===== src/rtl/gray_timer_seq.sv =====
// rtl/gray_timer_seq.sv - sequencer that arms gray_timer for N back-to-back runs and reports the result
module gray_timer_seq #(
    parameter int SIZE    = 8,
    parameter int RSIZE   = 4,
    parameter int GAP_CYC = 2
) (
    input  logic              Clk,
    input  logic              Rst_n,
    input  logic              Start,
    input  logic              Abort,
    input  logic [SIZE-1:0]   Limit_in,
    input  logic [RSIZE-1:0]  Repeat_in,
    input  logic              Tmr_Int,
    output logic              Tmr_Rst_n,
    output logic [SIZE-1:0]   Tmr_Limit,
    output logic              Busy,
    output logic              Done,
    output logic              Err,
    output logic [RSIZE-1:0]  Run_cnt,
    output logic [SIZE+1:0]   Last_cyc
);

    typedef enum logic [1:0] {IDLE, ARM, RUN, GAP} state_t;

    localparam int GW = (GAP_CYC > 1) ? $clog2(GAP_CYC) : 1;
    localparam logic [GW-1:0]   GAP_LAST = GW'(GAP_CYC - 1);
    // A healthy run ends by 2^SIZE+1 RUN edges, so this leaves margin before flagging a dead timer.
    localparam logic [SIZE+1:0] TMO      = (SIZE+2)'((1 << SIZE) + 4);

    state_t            state;
    logic [RSIZE-1:0]  rep;
    logic [SIZE+1:0]   cyc;
    logic [GW-1:0]     gap_cnt;
    logic [SIZE+1:0]   cyc_nxt;
    logic [RSIZE-1:0]  run_nxt;

    assign cyc_nxt = cyc + 1'b1;
    assign run_nxt = Run_cnt + 1'b1;

    always_ff @(posedge Clk or negedge Rst_n) begin
        if (!Rst_n) begin
            state     <= IDLE;
            rep       <= '0;
            cyc       <= '0;
            gap_cnt   <= '0;
            Tmr_Rst_n <= 1'b0;
            Tmr_Limit <= '0;
            Busy      <= 1'b0;
            Done      <= 1'b0;
            Err       <= 1'b0;
            Run_cnt   <= '0;
            Last_cyc  <= '0;
        end else begin
            Done <= 1'b0;
            if (Abort && state != IDLE) begin
                state     <= IDLE;
                Busy      <= 1'b0;
                Tmr_Rst_n <= 1'b0;
            end else begin
                case (state)
                    IDLE: begin
                        Tmr_Rst_n <= 1'b0;
                        if (Start && !Abort) begin
                            state     <= ARM;
                            Busy      <= 1'b1;
                            Tmr_Limit <= Limit_in;
                            rep       <= (Repeat_in == '0) ? RSIZE'(1) : Repeat_in;
                            Run_cnt   <= '0;
                            Err       <= 1'b0;
                        end
                    end
                    ARM: begin
                        state     <= RUN;
                        Tmr_Rst_n <= 1'b1;
                        cyc       <= '0;
                    end
                    RUN: begin
                        if (Tmr_Int) begin
                            Last_cyc  <= cyc_nxt;
                            Run_cnt   <= run_nxt;
                            Tmr_Rst_n <= 1'b0;
                            if (run_nxt == rep) begin
                                state <= IDLE;
                                Busy  <= 1'b0;
                                Done  <= 1'b1;
                            end else begin
                                state   <= GAP;
                                gap_cnt <= '0;
                            end
                        end else if (cyc_nxt == TMO) begin
                            Err       <= 1'b1;
                            Tmr_Rst_n <= 1'b0;
                            state     <= IDLE;
                            Busy      <= 1'b0;
                        end else begin
                            cyc <= cyc_nxt;
                        end
                    end
                    GAP: begin
                        if (gap_cnt == GAP_LAST) begin
                            state     <= RUN;
                            Tmr_Rst_n <= 1'b1;
                            cyc       <= '0;
                        end else begin
                            gap_cnt <= gap_cnt + 1'b1;
                        end
                    end
                    default: begin
                        state     <= IDLE;
                        Busy      <= 1'b0;
                        Tmr_Rst_n <= 1'b0;
                    end
                endcase
            end
        end
    end

endmodule


===== config.mk =====
export PLATFORM = sky130hd
export DESIGN_NAME = gray_timer_seq
export DESIGN_NICKNAME = d
export VERILOG_FILES = /design/src/rtl/gray_timer_seq.sv
export SDC_FILE = /design/constraint.sdc
export NUM_CORES = 1
export LEC_CHECK = 0
export ABC_AREA = 1
export CORE_ASPECT_RATIO = 1.5
export CORE_UTILIZATION = 40
export DETAILED_ROUTE_END_ITERATION = 12
export PLACE_DENSITY = 0.65
export SLEW_MARGIN = 20
export SYNTH_ARGS = -nofsm -noshare
export SYNTH_HDL_FRONTEND = slang
export SYNTH_SLANG_ARGS = --single-unit

===== constraint.sdc =====
create_clock -name Clk -period 2.4 [get_ports Clk]
set_clock_uncertainty 0.2 [all_clocks]
set_input_delay 0.72 -clock Clk [delete_from_list [all_inputs] [get_ports Clk]]
set_output_delay 0.72 -clock Clk [all_outputs]
set_load 0.02 [all_outputs]

# Yosys cells after proc, flatten, opt, wreduce, memory -nomap -nowiden

Index checks and enable logic that the tools add are counted.

Mux-type cells: 37
Equality and inequality tests: 16
Bitwise operators: 1
Add/subtract/negate cells: 3
Reductions and logical operators: 19

Operators by type and width:

| kind                                           | number |
|---|---|
| 2-to-1 mux 10 bit                              | 3 |
| one-hot mux 10 bit (3 select lines)            | 1 |
| 2-to-1 mux 1 bit                               | 18 |
| inequality test 2 bit, second input constant   | 7 |
| 2-to-1 mux 2 bit                               | 6 |
| 2-to-1 mux 4 bit                               | 3 |
| AND reduction 4 bit                            | 3 |
| adder 10 x 1 -> 10 bit, second input constant  | 1 |
| == test 10 x 9 -> 1 bit, second input constant | 1 |
| AND reduction 5 bit                            | 2 |
| AND reduction 3 bit                            | 3 |
| inequality test 4 bit, second input constant   | 2 |
| one-hot mux 2 bit (4 select lines)             | 1 |
| one-hot mux 4 bit (2 select lines)             | 1 |
| inequality test 3 bit, second input constant   | 2 |
| one-hot mux 1 bit (2 select lines)             | 3 |
| nonzero test 2 bit                             | 3 |
| nonzero test 3 bit                             | 2 |
| adder 4 x 1 -> 4 bit, second input constant    | 1 |
| == test 2 bit, second input constant           | 2 |
| == test 4 bit                                  | 1 |
| logical NOT 4 bit                              | 1 |
| one-hot mux 1 bit (4 select lines)             | 1 |
| == test 2 x 1 -> 1 bit, second input constant  | 1 |
| other kinds (6)                                | 7 |

Register bits: 43

# Logic depth before layout (Yosys ltp)

Gate-level depths: netlist (run 1).

Depth after elaboration: 6
Mapped depth: 13
Gate-level depth less buffers: 13

# Worst setup path after synthesis (run 1)

Ideal clock, no wire load.

Path kind: in2reg
Start: in Abort
End: reg Last_cyc[9]
Library setup time: 0.082 ns
Path buffers: 1
Path slack: 0.527 ns
Arrival time: 1.591 ns
Stages on the path: 6
Cells stage by stage: nor3_1 nand2_1 inv_1 buf_2 nor2_1 a31oi_1

Longest elaborated chain between the ends: 3

RTL lines:

| item                                 | line | source |
|---|---|---|
| start: declaration                   | 10   | `input logic Abort,` |
| logical AND 1 bit                    | 55   | `if (Abort && state != IDLE) begin` |
| NOT 1 bit (no source line)           | --   |  |
| AND reduction 3 bit (no source line) | --   |  |
| end signal: assignment               | 79   | `Last_cyc <= cyc_nxt;` |
| end: declaration                     | 20   | `output logic [SIZE+1:0] Last_cyc` |

No other way between the ends.
A chain may end at the register's enable or synchronous reset.

# Final worst setup path (run 1)

Start: reg Run_cnt[2]
End: out Run_cnt[2]

RTL lines:

| item                     | line | source |
|---|---|---|
| start: declaration       | 19   | `output logic [RSIZE-1:0] Run_cnt,` |
| start signal: assignment | 80   | `Run_cnt <= run_nxt;` |

No word-level cell between the ends.

==> metrics, run 1 <==
Starting DRT DRC Count=72; reg-to-reg startpoint=cyc[0]$_DFFE_PN0P_; WP data required=1.48 ns; top cells by area, synth=dfrtp_1 (50%), nand2_1 (19%), inv_1 (4.7%); yosys synthesis warning count=0; number of CTS-inserted buffers=5; Cell Area, Synth=2147 µm²; Setup CP Type=register to output pin; number of core rows=32; HPWL Detailed=3.616 mm; Critical Path Start Type=register; pre-CTS setup slack=-0.002470 ns; Crit path arrival time=1.39 ns; RSZ-0062 raised after global routing=false; crit path capture type=output pin; Final Cycle Share=0.9629; Min Clock Period, post-route=2.311 ns; Synth Register Bits=43; CTS H-tree lvls=2; clk sinks=43; core area=5165 µm²; crit path buf inv count=1; Post-CTS Hold Fix Bufs=0; CTS Root Cell=clkbuf_8; Final Setup Violations=0; cell accounting for the most synthesized area=dfrtp_1; worst-margin pin slew=0.4323 ns; cells after synthesis=277; WL/cell=11.86 µm; final wirelength=4.744 mm; Final ANT Viol Nets=0; fraction of layout cells with a size suffix above 1=0.1054; Die ar.=5671 µm²; Max clock buf depth=2; Fin. Hold Viols=0; Initial Utilization=0.4157; worst vdd ir=0.3880 mV; CP max stage delay=0.64 ns; Rel. slew slack=0.7118; routability cong.=0.8834; die width=61.82 µm; post-synthesis area per instance=7.751 µm²; ANT cells=0; I/O pins=43; HP Class=primary input to async pin; initial antenna violation count=0; Seq pwr share=0.410; crit path max fanout=6; DRC viols=0; Power Dens Cells=913.9 nW/µm²; Post-CTS Setup Inserts=0; PortBufs=42; Leak=1.403 nW; post-synth cell types=28; largest net degree at the start of global routing=27; setup ws final=0.08898 ns; fin cells=400; crit-path cells=clkdlybuf4s50_1; post-placement cell count=392; max cap viols=0; Logic pwr share=0.394; Yosys top cell area share=0.5012; Final Max Tran Viols=0; Final nets=350; sw frac=0.3641; worst-case hold slack=0.1549 ns; slowest stage cell on the critical path=clkdlybuf4s50_1; critical path launch point=Run_cnt[2]$_DFFE_PN0P_; Chip Height=91.73 µm; final core occ=0.5494; internal power=1.649 mW; first-pass iteration count of the detailed router=4; clock slew at the register clock pins of the worst setup and hold paths=0.08 ns; Via density=4.725; Clock power frac=0.195; Seq/Total Area, Yosys=0.5012; CTS tree=yes; Area growth, synth to finish=32.17%; outcome=complete, no violations; latest clock arrival within the worst-skew pair=0.29 ns; Post-Syn Nets=296; post-cts sizing count=0; Net Sw Power=0.9444 mW; global-route wire length before repair=8.286 mm; setup TNS=0 ns; fmax=432.7 MHz; Top Family by Delay on Critical Path=buffers and inverters; grt ovf=0; vias in the first global route=1902; Total GRT Usage=0.1931; via count=1890
-- stage by stage --
step	area (µm²)	total power [mW]
2_1_floorplan	2147	1.627
3_3_place_gp	2735	2.097
3_5_place_dp	2735	2.118
4_1_cts	2835	2.628
5_1_grt	2838	2.789
6_report	2838	2.593
-- power groups by stage --
stage          combinational, mW  sequential (mW)  clock, mW
3_5_place_dp                1.04             1.08          0
2_1_floorplan              0.405             1.22          0
6_report                    1.02             1.06      0.506
4_1_cts                     1.04             1.07      0.522
5_1_grt                     1.15             1.09      0.547
3_3_place_gp                1.02             1.08          0
-- routing by layer --
layer  wire length (µm)  vias to the layer above  GRT usage  part of all wire
met3                101                        7    0.03103             0.021
met5                  0                        -          0                 0
met2               2608                       29     0.3495              0.55
met4                 73                        0    0.06481             0.015
met1               1961                      886     0.2179              0.41
li1                   -                      968          -                 -
-- layout make-up --
| type | instances | area [µm²] |
|---|---|---|
| Clock buffer | 8 | 100.1 |
| Fill cell | 481 | 2327 |
| Inverter | 30 | 112.6 |
| Multi-Input combinational cell | 200 | 940.9 |
| Sequential cell | 43 | 1076 |
| Tap cell | 68 | 85.08 |
| Timing Repair Buffer | 51 | 523.0 |
-- sequential cells by signal, summed over array words and instances, names as in the netlist --
| register | count |
|---|---|
| gap_cnt | 1 |
| Tmr_Rst_n | 1 |
| Last_cyc | 10 |
| Run_cnt | 4 |
| state | 2 |
| Busy | 1 |
| Tmr_Limit | 8 |
| rep | 4 |
| Done | 1 |
| Err | 1 |
| cyc | 10 |
-- logic make-up after synthesis --
kind of cell | Yosys count | share of synthesized area
xor+xnor | 4 | 0.01632
compound gates | 24 | 0.06411
simple gates | 170 | 0.3461
buf+inv | 34 | 0.06061
flops | 43 | 0.5012
fa+ha+maj | 2 | 0.01165
-- cell usage after synthesis, drive strengths merged --
master / instances
or2: 4
clkbuf: 2
nor3: 3
o21ai: 17
buf: 2
ha: 2
xor2: 3
nand4: 4
nand3b: 3
a21oi: 2
xnor2: 1
nor2: 29
dfrtp: 43
a31oi: 4
nand2: 116
o22ai: 1
nand3: 11
inv: 30
-- worst paths after layout --
check | endpoint | slack [ns] | cells after the start
worst max-delay path | Run_cnt[2] | 0.09 | 1
worst min-delay path | state[0]$_DFFE_PN0P_ | 0.15 | 1
worst max register to register | cyc[2]$_DFFE_PN0P_ | 0.29 | 11
worst min register to register | Tmr_Rst_n$_DFFE_PN0P_ | 0.28 | 2
max in group asynchronous | Tmr_Limit[6]$_DFFE_PN0P_ | 1.36 | 2
min in group Clk | Tmr_Rst_n$_DFFE_PN0P_ | 0.28 | 2
-- placed cells by master, fill, tap and decap left out, drive strengths merged --
master,instances
nand2,116
dfrtp,43
clkdlybuf4s50,40
inv,30
nor2,29
o21ai,17
nand3,11
buf,10
clkbuf,8
nand4,4
a31oi,4
or2,4
nor3,3
xor2,3
nand3b,3
a21oi,2
ha,2
xnor2,1
o22ai,1
dlymetal6s2s,1
No activity file was read; power rests on OpenSTA's default activity.
==> inputs of run 2 (changes only) <==
--- a/config.mk
+++ b/config.mk
@@ -9,7 +9,8 @@
 export CORE_ASPECT_RATIO = 1.5
 export CORE_UTILIZATION = 40
 export DETAILED_ROUTE_END_ITERATION = 12
-export PLACE_DENSITY = 0.65
+export DONT_BUFFER_PORTS = 1
+export PLACE_DENSITY = 0.54
 export SLEW_MARGIN = 20
 export SYNTH_ARGS = -nofsm -noshare
 export SYNTH_HDL_FRONTEND = slang
==> constraint.sdc (replaced) <==
create_clock -name Clk -period 2.4 [get_ports Clk]
set_clock_uncertainty 0.2 [all_clocks]
set_input_delay 0.72 -clock Clk [delete_from_list [all_inputs] [get_ports Clk]]
set_output_delay 0.72 -clock Clk [all_outputs]
set_load 0.1 [all_outputs]
==> metrics, run 2 (synthesis results as in run 1) <==
outcome=complete, no violations; R2R cell count=13 (+2); via count=1766 (-6.6%); post-cts sizing count=0 (unchanged); Setup CP Type=register to output pin; Fin. Hold Viols=0 (unchanged); CTS tree=yes; final wirelength=4.741 mm (about the same); routability cong.=0.8180 (-7.4%); grt ovf=0 (unchanged); met2 Track Usage GR=0.3056 (-0.04391); RSZ-0062 raised after global routing=false; WP data required=1.48 ns (about the same); Rel. slew slack=0.4039 (-0.3079); HPWL Detailed=3.441 mm (-4.8%); max cap viols=0 (unchanged); Die ar.=5671 µm² (unchanged); Initial Utilization=0.4157 (unchanged); post-placement cell count=368 (-6.1%); reg-to-reg startpoint=cyc[0]$_DFFE_PN0P_; Crit path depth=0 (-1); crit path max fanout=2 (-4); latest clock arrival within the worst-skew pair=0.29 ns (about the same); Critical Path Start Type=register; Crit path arrival time=1.23 ns (-0.16 ns); CTS Root Cell=clkbuf_8; fmax=465.8 MHz (+7.6%); setup ws final=0.2530 ns (+0.1640 ns); setup TNS=0 ns (unchanged); largest net degree at the start of global routing=44 (+63%); power after layout=3.275 mW (+26%); ANT cells=0 (unchanged); Max clock buf depth=2 (unchanged); Total GRT Usage=0.1855 (-0.007527); initial antenna violation count=0 (unchanged); worst vdd ir=0.4439 mV (+14%); worst-margin pin slew=0.8941 ns (+0.4619 ns); Final Setup Violations=0 (unchanged); vias in the first global route=1710 (-10%); Area growth, synth to finish=17.95%; clk sinks=43 (unchanged); Critical R2R Capture=cyc[5]$_DFFE_PN0P_; number of core rows=32 (unchanged); Final nets=327 (-6.6%); Power Dens Cells=1293 nW/µm² (+41%); final core occ=0.4903 (-0.05911); Final Max Tran Viols=0 (unchanged); Min Clock Period, post-route=2.147 ns (-0.1640 ns); Final Cycle Share=0.8946 (-0.06835); Largest regs=Last_cyc x10, cyc x10, Tmr_Limit x8; CTS H-tree lvls=2 (unchanged); Leak=1.323 nW (-5.7%); Via density=4.697 (-0.60%); crit path capture type=output pin; fin cells=376 (-6.0%); Final ANT Viol Nets=0 (unchanged); fraction of layout cells with a size suffix above 1=0.1721 (+0.06666); DRC viols=0 (unchanged); PortBufs=0 (-100%); pre-CTS setup slack=0.2234 ns (+0.2259 ns); worst-case hold slack=0.05939 ns (-0.09551 ns); Starting DRT DRC Count=103 (+43%); most frequent cells in the layout=nand2_1 (111), dfrtp_1 (43), inv_1 (27), buf_4 (27), nor2_1 (25); die width=61.82 µm (unchanged); met1 Use GR=0.2289 (+0.01102); WL/cell=12.61 µm (+6.3%); gr busiest metal=met2; Chip Height=91.73 µm (unchanged); HP Class=primary input to async pin; global-route wire length before repair=7.866 mm (-5.1%); Layout fillers=509 (+5.8%); number of CTS-inserted buffers=5 (unchanged); I/O pins=43 (unchanged); Area after DPL=2417 µm² (-12%); worst reg2reg setup slack=0.31 ns (+0.02 ns); commonest non-fill, non-tap cell in the layout=nand2_1; clock slew at the register clock pins of the worst setup and hold paths=0.08 ns (about the same); Final Instance Area=2532 µm² (-11%); core area=5165 µm² (unchanged); first-pass iteration count of the detailed router=4 (unchanged); routing usage on met3=0.03808 (+0.007052)
[run 2: repair_timing]
action,in CTS,in global routing
setup endpoints to repair,0,0
hold endpoints to repair,43,0
hold buffers,1,0
buffers inserted,0,0
[run 2: cell type report]
cell class / instances / area (µm²) / area share
Clock buffer: 6 / 82.58 / 0.03261
Clock inverter: 1 / 5.005 / 0.001976
Inverter: 30 / 112.6 / 0.04447
Multi-Input combinational cell: 200 / 940.9 / 0.3715
Sequential cell: 43 / 1076 / 0.4249
Tap cell: 68 / 85.08 / 0.03360
Timing Repair Buffer: 28 / 230.2 / 0.09091
[run 2: per-layer routing]
metal  routed length, µm  up-vias  part of all wire
met4                  71        0             0.015
met5                   0        -                 0
met2                2430       30              0.51
li1                    -      921                 -
met1                2068      809              0.44
met3                 171        6             0.036
[run 2: power breakdown]
group,switching [mW],internal (mW)
Clock,0.242,0.226
Sequential,0.166,0.923
Combinational,1.37,0.350
[run 2: worst max path at each step]
stage	from	endpoint	slack, ns
after detailed placement	Abort	Last_cyc[6]$_DFFE_PN0P_	0.22
after global routing	cyc[0]$_DFFE_PN0P_	cyc[7]$_DFFE_PN0P_	0.04
final	Busy$_DFFE_PN0P_	Busy	0.25
after global placement	Abort	Last_cyc[6]$_DFFE_PN0P_	0.20
after floorplan	Run_cnt[0]$_DFFE_PN0P_	Busy$_DFFE_PN0P_	0.02
after CTS	Busy$_DFFE_PN0P_	Busy	0.23
==> inputs of run 3 (changes only) <==
--- a/config.mk
+++ b/config.mk
@@ -8,6 +8,7 @@
 export ABC_AREA = 1
 export CORE_ASPECT_RATIO = 1.5
 export CORE_UTILIZATION = 40
+export CTS_BUF_LIST = sky130_fd_sc_hd__clkbuf_16
 export DETAILED_ROUTE_END_ITERATION = 12
 export DONT_BUFFER_PORTS = 1
 export PLACE_DENSITY = 0.54
==> metrics, run 3 (synthesis results as in run 1) <==
outcome=complete, no violations; crit path max fanout=2 (unchanged); Starting DRT DRC Count=92 (-11%); commonest non-fill, non-tap cell in the layout=nand2_1; Final Instance Area=2579 µm² (+1.8%); PortBufs=0 (unchanged); worst vdd ir=0.4530 mV (+2.0%); die width=61.82 µm (unchanged); largest net degree at the start of global routing=44 (unchanged); DRC viols=0 (unchanged); ANT cells=0 (unchanged); Rel. slew slack=0.4042 (about the same); Final Cycle Share=0.8865 (-0.008090); number of CTS-inserted buffers=5 (unchanged); Setup CP Type=register to output pin; Via density=4.731 (+0.74%); CTS Root Cell=clkbuf_16; Total GRT Usage=0.1850 (-0.0005623); Die ar.=5671 µm² (unchanged); latest clock arrival within the worst-skew pair=0.28 ns (about the same); Fin. Hold Viols=0 (unchanged); WP data required=1.48 ns (about the same); HP Class=primary input to async pin; clock slew at the register clock pins of the worst setup and hold paths=0.06 ns (-0.02 ns); max cap viols=0 (unchanged); Area after DPL=2417 µm² (unchanged); Power Dens Cells=1335 nW/µm² (+3.3%); setup TNS=0 ns (unchanged); power after layout=3.443 mW (+5.1%); most frequent cells in the layout=nand2_1 (111), dfrtp_1 (43), inv_1 (27), buf_4 (27), nor2_1 (25); Area growth, synth to finish=20.10%; first-pass iteration count of the detailed router=4 (unchanged); WL/cell=12.56 µm (-0.36%); CTS tree=yes; final wirelength=4.724 mm (-0.36%); worst-case hold slack=0.06664 ns (+0.007254 ns); number of core rows=32 (unchanged); Chip Height=91.73 µm (unchanged); RSZ-0062 raised after global routing=false; crit path capture type=output pin; Leak=1.344 nW (+1.5%); Final Setup Violations=0 (unchanged); Post-CTS Setup Inserts=0 (unchanged); Max clock buf depth=2 (unchanged); vias in the first global route=1724 (+0.82%); core area=5165 µm² (unchanged); fmax=470.0 MHz (+0.91%); Largest regs=Last_cyc x10, cyc x10, Tmr_Limit x8; grt ovf=0 (unchanged); fraction of layout cells with a size suffix above 1=0.1688 (-0.003247); Initial Utilization=0.4157 (unchanged); Critical Path Start Type=register; Min Clock Period, post-route=2.128 ns (-0.01942 ns); I/O pins=43 (unchanged); routability cong.=0.8180 (unchanged); Crit path arrival time=1.21 ns (-0.02 ns); via count=1779 (+0.74%); Final ANT Viol Nets=0 (unchanged); Layout fillers=506 (-0.59%); CTS H-tree lvls=2 (unchanged); worst-margin pin slew=0.8936 ns (-0.0004832 ns); Final nets=327 (unchanged); global-route wire length before repair=7.852 mm (-0.18%); initial antenna violation count=0 (unchanged); clk sinks=43 (unchanged); HPWL Detailed=3.441 mm (unchanged); Final Max Tran Viols=0 (unchanged)
==> run 3: area by class of cell <==
| cell class | instances | area, µm² | area share |
|---|---|---|---|
| flip-flops and latches | 43 | 1076 | 0.4173 |
| clock inverters | 2 | 8.758 | 0.003396 |
| clock buffers | 5 | 125.1 | 0.04852 |
| well taps | 68 | 85.08 | 0.03299 |
| multi-input cells | 200 | 940.9 | 0.3649 |
| inverters | 30 | 112.6 | 0.04367 |
| repair buffers | 28 | 230.2 | 0.08928 |
==> run 3: worst reg2reg max path: stages, from the launching register on <==
cell and delay, ns:
dfrtp_1 0.43, ha_1 0.22, nand2_1 0.12, nor2_4 0.16, nand3b_2 0.11, nand2_2 0.10, nand2_2 0.06, nor2_4 0.12
nand2_4 0.07, o21ai_4 0.28, nand2_1 0.09, nand2_1 0.08
==> run 3: worst paths after layout <==
| kind | start | endpoint | slack, ns | cells after the start |
|---|---|---|---|---|
| setup / recovery | Busy$_DFFE_PN0P_ | Busy | 0.27 | 0 |
| hold / removal | Rst_n | Tmr_Limit[3]$_DFFE_PN0P_ | 0.07 | 1 |
| setup reg to reg | cyc[0]$_DFFE_PN0P_ | cyc[7]$_DFFE_PN0P_ | 0.31 | 11 |
| hold reg to reg | Tmr_Rst_n$_DFFE_PN0P_ | Tmr_Rst_n$_DFFE_PN0P_ | 0.28 | 2 |
| max in group asynchronous | Rst_n | cyc[1]$_DFFE_PN0P_ | 1.72 | 1 |
| min in group Clk | Tmr_Rst_n$_DFFE_PN0P_ | Tmr_Rst_n$_DFFE_PN0P_ | 0.28 | 2 |
==> run 3: stage by stage <==
| step | std cells | utilization | worst slack, ns |
|---|---|---|---|
| after global routing | 376 | 0.4993 | 0.05238 |
| after floorplan | 277 | - | 0.02288 |
| final | 376 | 0.4993 | 0.2724 |
| after CTS | 376 | 0.4993 | 0.2554 |
| after detailed placement | 368 | 0.4680 | 0.2234 |
| after global placement | 368 | 0.4680 | 0.1976 |
==> run 3: timing repair <==
item,CTS,global route
endpoints found under the setup margin,0,0
hold buffers,1,0
hold endpoints to repair,43,0
gates resized for setup,0,0
==> run 3: per-layer routing <==
metal	global-route usage	up-vias	wire, µm
met3	0.03808	7	184
met4	0.07593	0	68
li1	-	923	-
met2	0.3091	34	2510
met5	0	-	0
met1	0.2225	815	1960
==> run 3: power by group <==
| group | internal (mW) | total [mW] | switching, mW |
|---|---|---|---|
| registers | 0.925 | 1.09 | 0.166 |
| logic | 0.350 | 1.72 | 1.37 |
| clock network | 0.374 | 0.637 | 0.263 |
